==> src/rtl/apresentador_sequencia_if.sv <==
// Play-interface bundle between the sequence presenter and the game controller.
// The slave side is the presenter; the master side drives commands and the read address.
interface apresentador_sequencia_if;
    logic       inicia_jogo;
    logic       mostra;
    logic [2:0] rodada;
    logic       dificuldade;
    logic [2:0] endereco_leitura;
    logic [7:0] dado_leitura;
    logic [7:0] leds;
    logic       ocupado;
    logic       fim_apresentacao;

    modport master (
        output inicia_jogo, mostra, rodada, dificuldade, endereco_leitura,
        input  dado_leitura, leds, ocupado, fim_apresentacao
    );

    modport slave (
        input  inicia_jogo, mostra, rodada, dificuldade, endereco_leitura,
        output dado_leitura, leds, ocupado, fim_apresentacao
    );
endinterface

==> src/rtl/apresentador_sequencia.sv <==
// Sequence presenter: fills an 8-entry one-hot memory from a free-running LFSR,
// replays entries 0..rodada on the LEDs with difficulty-dependent timing, and
// offers a registered read port to the play checker.
module apresentador_sequencia #(
    parameter logic [15:0] SEED    = 16'hACE1,
    parameter int          T_ON_0  = 1000,
    parameter int          T_OFF_0 = 500,
    parameter int          T_ON_1  = 500,
    parameter int          T_OFF_1 = 250,
    parameter int          W_T     = 13
) (
    input  logic                     clock,
    input  logic                     reset,
    apresentador_sequencia_if.slave  bus
);

    localparam int T_MAX = (2 ** W_T) - 1;

    // Reject parameter sets the timers or the LFSR cannot honour.
    if (SEED == 16'h0000) begin : g_bad_seed
        $error("apresentador_sequencia: SEED must be nonzero");
    end
    if (T_ON_0 < 1 || T_ON_0 > T_MAX || T_OFF_0 < 1 || T_OFF_0 > T_MAX ||
        T_ON_1 < 1 || T_ON_1 > T_MAX || T_OFF_1 < 1 || T_OFF_1 > T_MAX) begin : g_bad_timing
        $error("apresentador_sequencia: every T_* must be in 1..2**W_T-1");
    end

    // Terminal counts are stored minus one so the timer compares against its last value.
    localparam logic [W_T-1:0] TON0_M1  = W_T'(T_ON_0 - 1);
    localparam logic [W_T-1:0] TOFF0_M1 = W_T'(T_OFF_0 - 1);
    localparam logic [W_T-1:0] TON1_M1  = W_T'(T_ON_1 - 1);
    localparam logic [W_T-1:0] TOFF1_M1 = W_T'(T_OFF_1 - 1);

    typedef enum logic [2:0] {OCIOSO, GERA, ACENDE, APAGA, FIM} estado_t;

    estado_t          estado, estado_nxt;
    logic [15:0]      lfsr;
    logic [7:0][7:0]  mem;
    logic [2:0]       idx, idx_nxt;
    logic [2:0]       k, k_nxt;
    logic [2:0]       n, n_nxt;
    logic             dif, dif_nxt;
    logic [W_T-1:0]   timer, timer_nxt;
    logic             grava;
    logic [7:0]       leds_q, leds_nxt;
    logic [7:0]       dado_q;
    logic [W_T-1:0]   t_on_m1, t_off_m1;
    logic             fb;

    assign fb       = lfsr[15] ^ lfsr[13] ^ lfsr[12] ^ lfsr[10];
    assign t_on_m1  = dif ? TON1_M1  : TON0_M1;
    assign t_off_m1 = dif ? TOFF1_M1 : TOFF0_M1;

    // Next-state, counters and LED value for the coming cycle.
    always_comb begin
        estado_nxt = estado;
        idx_nxt    = idx;
        k_nxt      = k;
        n_nxt      = n;
        dif_nxt    = dif;
        timer_nxt  = timer;
        grava      = 1'b0;
        case (estado)
            OCIOSO: begin
                if (bus.inicia_jogo) begin
                    estado_nxt = GERA;
                    k_nxt      = 3'd0;
                end else if (bus.mostra) begin
                    estado_nxt = ACENDE;
                    idx_nxt    = 3'd0;
                    n_nxt      = bus.rodada;
                    dif_nxt    = bus.dificuldade;
                    timer_nxt  = '0;
                end
            end
            GERA: begin
                grava = 1'b1;
                k_nxt = k + 3'd1;
                if (k == 3'd7) estado_nxt = OCIOSO;
            end
            ACENDE: begin
                if (timer == t_on_m1) begin
                    estado_nxt = APAGA;
                    timer_nxt  = '0;
                end else begin
                    timer_nxt = timer + W_T'(1);
                end
            end
            APAGA: begin
                if (timer == t_off_m1) begin
                    timer_nxt = '0;
                    if (idx == n) begin
                        estado_nxt = FIM;
                    end else begin
                        idx_nxt    = idx + 3'd1;
                        estado_nxt = ACENDE;
                    end
                end else begin
                    timer_nxt = timer + W_T'(1);
                end
            end
            FIM:     estado_nxt = OCIOSO;
            default: estado_nxt = OCIOSO;
        endcase
        // LEDs are registered from the next state so they switch exactly at transitions.
        leds_nxt = (estado_nxt == ACENDE) ? mem[idx_nxt] : 8'h00;
    end

    // State, LFSR and replay bookkeeping registers.
    always_ff @(posedge clock) begin
        if (reset) begin
            estado <= OCIOSO;
            lfsr   <= SEED;
            idx    <= 3'd0;
            k      <= 3'd0;
            n      <= 3'd0;
            dif    <= 1'b0;
            timer  <= '0;
            leds_q <= 8'h00;
        end else begin
            estado <= estado_nxt;
            lfsr   <= {lfsr[14:0], fb};
            idx    <= idx_nxt;
            k      <= k_nxt;
            n      <= n_nxt;
            dif    <= dif_nxt;
            timer  <= timer_nxt;
            leds_q <= leds_nxt;
        end
    end

    // Sequence memory write and registered read; a colliding read sees the old entry.
    always_ff @(posedge clock) begin
        if (reset) begin
            mem    <= '0;
            dado_q <= 8'h00;
        end else begin
            if (grava) mem[k] <= 8'b1 << lfsr[2:0];
            dado_q <= mem[bus.endereco_leitura];
        end
    end

    assign bus.leds             = leds_q;
    assign bus.dado_leitura     = dado_q;
    assign bus.ocupado          = (estado != OCIOSO);
    assign bus.fim_apresentacao = (estado == FIM);

endmodule

==> src/flat_wrapper.sv <==
// flat-port wrapper written by rule: the top's interface ports become plain ports
module apresentador_sequencia_flat 
#(
    parameter logic [15:0] SEED    = 16'hACE1,
    parameter int          T_ON_0  = 1000,
    parameter int          T_OFF_0 = 500,
    parameter int          T_ON_1  = 500,
    parameter int          T_OFF_1 = 250,
    parameter int          W_T     = 13
)
  (clock, reset, bus_inicia_jogo, bus_mostra, bus_rodada, bus_dificuldade, bus_endereco_leitura, bus_dado_leitura, bus_leds, bus_ocupado, bus_fim_apresentacao);
  apresentador_sequencia_if bus_i ();
  input  logic clock;
  input  logic reset;
  input wire logic [$bits(bus_i.inicia_jogo)-1:0] bus_inicia_jogo;
  input wire logic [$bits(bus_i.mostra)-1:0] bus_mostra;
  input wire logic [$bits(bus_i.rodada)-1:0] bus_rodada;
  input wire logic [$bits(bus_i.dificuldade)-1:0] bus_dificuldade;
  input wire logic [$bits(bus_i.endereco_leitura)-1:0] bus_endereco_leitura;
  output wire logic [$bits(bus_i.dado_leitura)-1:0] bus_dado_leitura;
  output wire logic [$bits(bus_i.leds)-1:0] bus_leds;
  output wire logic [$bits(bus_i.ocupado)-1:0] bus_ocupado;
  output wire logic [$bits(bus_i.fim_apresentacao)-1:0] bus_fim_apresentacao;
  assign bus_i.inicia_jogo = bus_inicia_jogo;
  assign bus_i.mostra = bus_mostra;
  assign bus_i.rodada = bus_rodada;
  assign bus_i.dificuldade = bus_dificuldade;
  assign bus_i.endereco_leitura = bus_endereco_leitura;
  assign bus_dado_leitura = bus_i.dado_leitura;
  assign bus_leds = bus_i.leds;
  assign bus_ocupado = bus_i.ocupado;
  assign bus_fim_apresentacao = bus_i.fim_apresentacao;
  apresentador_sequencia #(.SEED(SEED), .T_ON_0(T_ON_0), .T_OFF_0(T_OFF_0), .T_ON_1(T_ON_1), .T_OFF_1(T_OFF_1), .W_T(W_T)) u_core (.clock(clock), .reset(reset), .bus(bus_i));
endmodule
==> config.mk <==
export PLATFORM = sky130hd
export DESIGN_NAME = apresentador_sequencia_flat
export DESIGN_NICKNAME = d
export VERILOG_FILES = /design/src/rtl/apresentador_sequencia_if.sv /design/src/rtl/apresentador_sequencia.sv /design/src/flat_wrapper.sv
export SDC_FILE = /design/constraint.sdc
export NUM_CORES = 1
export LEC_CHECK = 0
export CAP_MARGIN = 10
export CORE_MARGIN = 5
export CORE_UTILIZATION = 60
export DETAILED_ROUTE_END_ITERATION = 7
export PLACE_DENSITY = 0.84
export SLEW_MARGIN = 10
export SYNTH_ARGS = -nofsm -noshare
export SYNTH_HDL_FRONTEND = slang
export SYNTH_SLANG_ARGS = --single-unit
==> constraint.sdc <==
create_clock -name clock -period 2.8 [get_ports clock]
set_input_delay 0.42 -clock clock [delete_from_list [all_inputs] [get_ports clock]]
set_output_delay 0.42 -clock clock [all_outputs]
set_load 0.03 [all_outputs]
==> metrics.md, run 1 <==
| Metric | Value |
|---|---|
| Routed wire length | 16.2 mm |
| Reg power frac | 41.9% |
| Area Overhead vs Synth | 17.3% |
| Worst R2R Start | u_core.estado[0] |
| P_leak | 2.83 nW |
| Flop-to-flop setup slack | 0.17 ns |
| Pins over their slew limit | 0 |
| Worst slew margin | 35.0% |
| Tmin final | 2.63 ns |
| Die Footprint | 0.0120 sq mm |
| NumNets Final | 670 |
| Hpwl dp | 10.7 mm |
| Mapped Area | 0.00594 sq mm |
| Placed Cells | 769 |
| Kind of critical path | flop to flop |
| Fillers | 695 |
| Post-synth EDFFs | 0 |
| Post-synth cell types | 64 |
| Worst skew pair latency | 0.53 ns |
| Kind of start point of the critical path | flop |
| Synth Register Bits | 122 |
| Avg Cell Area, Syn | 9.39 sq um |
| Max H-tree Level | 4 |
| Hold Path Depth | 2 |
| Number of port buffers | 28 |
| Clk root buf | clkbuf_8 |
| Worst Hold Endpoint | u_core.estado[1] |
| Smallest hold slack | 0.0950 ns |
| Post-CTS Setup Inserts | 0 |
| Net Sw Power | 0.933 mW |
| Final ANT Viol Nets | 0 |
| CP endpoint kind | flop |
| Area of the multi-input gates | 0.00326 sq mm |
| Vias | 5217 |
| Final Hold Vio Count | 0 |
| Global-route wire length before repair | 26.1 mm |
| Commonest non-fill, non-tap cell in the layout | dfxtp_1 |
| # rows | 36 |
| Antenna Cells | 0 |
| DRC violations left | 0 |
| Peak fanout along the critical path | 11 |
| Setup TNS | 0 ns |
| Non-Filler Instances | 800 |
| Clk buf depth | 2 |
| Reg-to-reg endpoint | u_core.bus.leds[7] |
| Routability cong. | 0.999 |
| Cell Pwr Density | 620 mW/mm^2 |
| Post-DR wirelength/cell | 20.2 um |
| Crit path DAT | 3.05 ns |
| Chip width | 110 um |
| Fraction of layout cells with a size suffix above 1 | 15.0% |
| Ratio of final minimum period to clock period | 94.0% |
| Pre-antenna DRT Iters | 8 |
| Most frequent cells in the layout | 122 x dfxtp_1, 81 x nor2_1, 59 x mux2i_1 |
| Detail-routed via count per cell | 6.52 |
| Max cap viols | 0 |
| Switching Fraction | 21.6% |
| Initial Util | 61.1% |
| Hold buffers post-CTS | 0 |
| Comb pwr share | 5.8% |
| Register area share after synthesis | 41.1% |
| Run status | finished clean |
| Final Skew | 0.00733 ns |
| Pint | 3.39 mW |
| FFs w/ async S/R, synth | 0% |
| Largest net degree at the start of global routing | 103 |
| Syn Inst Count | 633 |
| Final setup viols | 0 |
| Worst r2r path cells | 6 |
| # clock sinks | 122 |
| CTS tree | done |
| Worst min-delay path class | input port to flop |
| CTS clk-pin slew, worst paths | 0.06 ns |
| Dominant synthesized flop cell | dfxtp_1 |
| Die H | 110 um |
| Mapped Nets | 648 |
| Clock Power Share | 52.4% |
| Global Route Usage Sum | 28.7% |
| Max VDD drop | 0.526 mV |
| FF+latch area | 0.00244 sq mm |
| Initial DRC Count | 575 |
| Initial antenna violation count | 0 |
| Worst Max-Slew Pin Slew | 0.975 ns |
| Startpoint of the worst hold path | reset |
| Grt ovf | 0 |
| PostCTS Resize Cnt | 0 |
| CTS Buf Count | 17 |
| FMAX | 0.380 GHz |
| RSZ-0062 raised after global routing | false |
| Core Area | 0.00973 sq mm |
| Vias in the first global route | 5025 |
| Final core occ | 71.7% |
| IO Pins | 29 |
| Synthesis Warnings | 0 |
| CP required | 3.22 ns |
synthesized netlist by cell type (9+ instances only):
library cell | instances | share of area, %
o211ai_1 | 10 | 1.3
xor2_1 | 11 | 1.6
mux2i_1 | 59 | 9.9
mux4_2 | 16 | 6.1
nand3_1 | 17 | 1.4
a211oi_1 | 14 | 1.8
nor2_1 | 81 | 5.1
or2_2 | 9 | 0.95
clkbuf_1 | 38 | 2.4
nand2_1 | 50 | 3.2
dfxtp_1 | 122 | 41
nor2b_1 | 10 | 1.1
a21oi_1 | 32 | 2.7
and3_1 | 30 | 3.2
o21ai_0 | 14 | 1.2
worst max-delay path, cell delays in order, from the launching register on:
cell,delay (ns)
dfxtp_1,0.54
and3b_1,0.33
o31ai_2,0.16
nor4_2,0.67
or2_1,0.45
a211oi_1,0.08
o32ai_1,0.28
metal layers:
layer	vias to the layer above	global-route usage, %	routed length (um)
li1	2357	-	-
met2	287	44.2	7330
met5	-	0	0
met3	68	7.63	1630
met4	0	16.7	709
met1	2505	36.4	6500
kinds of logic (layout without fill, tap and decap cells):
family	Yosys count	after routing	synth area share (%)
adder cells (fa/ha/maj)	4	4	0.842
AO/OA/AOI/OAI	121	121	14.7
flip-flops	122	122	41.1
multiplexers	75	75	16.0
buffers and inverters	55	89	4.04
XOR/XNOR	13	13	1.92
AND/OR/NAND/NOR	243	243	21.4
sequential cells by signal (all words and copies together) (netlist names):
register,cells
u_core.idx,3
u_core.k,3
u_core.mem,64
u_core.n,3
u_core.lfsr,16
u_core.estado,3
u_core.timer,13
u_core.dif,1
u_core.bus.leds,8
u_core.bus.dado_leitura,8
final cells by class:
type	count	area share [%]
repair buffers	54	6.75
well taps	133	2.39
clock inverters	8	2.01
flip-flops and latches	122	35.0
inverters	4	0.215
multi-input cells	456	46.8
clock buffers	23	6.84
power by group through the flow:
stage	Clock [mW]	Combinational [mW]	Sequential [mW]
after global placement	0	0.237	1.84
final	2.27	0.249	1.81
after floorplan	0	0.187	1.82
after CTS	2.30	0.246	1.81
after detailed placement	0	0.243	1.84
after global routing	2.37	0.270	1.81
stage by stage:
stage / power, mW / setup slack [ns] / cell area (sq um)
2_1_floorplan: 2.01 / 0.649 / 5940
3_3_place_gp: 2.08 / 0.318 / 6350
3_5_place_dp: 2.09 / 0.188 / 6350
4_1_cts: 4.35 / 0.195 / 6970
5_1_grt: 4.46 / 0.0849 / 6970
6_report: 4.33 / 0.169 / 6970
how the worst max path moves through the flow:
stage,from,to,slack [ns],cells after the start
after floorplan,u_core.timer[3],u_core.bus.leds[6],0.65,8
after detailed placement,bus_inicia_jogo,u_core.bus.leds[6],0.19,7
after CTS,u_core.timer[1],u_core.bus.leds[7],0.20,7
after global placement,bus_mostra,u_core.bus.leds[6],0.32,7
final,u_core.estado[0],u_core.bus.leds[7],0.17,6
after global routing,u_core.estado[0],u_core.bus.leds[6],0.08,6
Note: power is estimated with default switching activity, not from simulation.
==> run 2: changes to the inputs <==
- SLEW_MARGIN: 10 -> 20
==> results of run 2 <==
No change in the layout: final DEF, timing and power equal those of run 1.
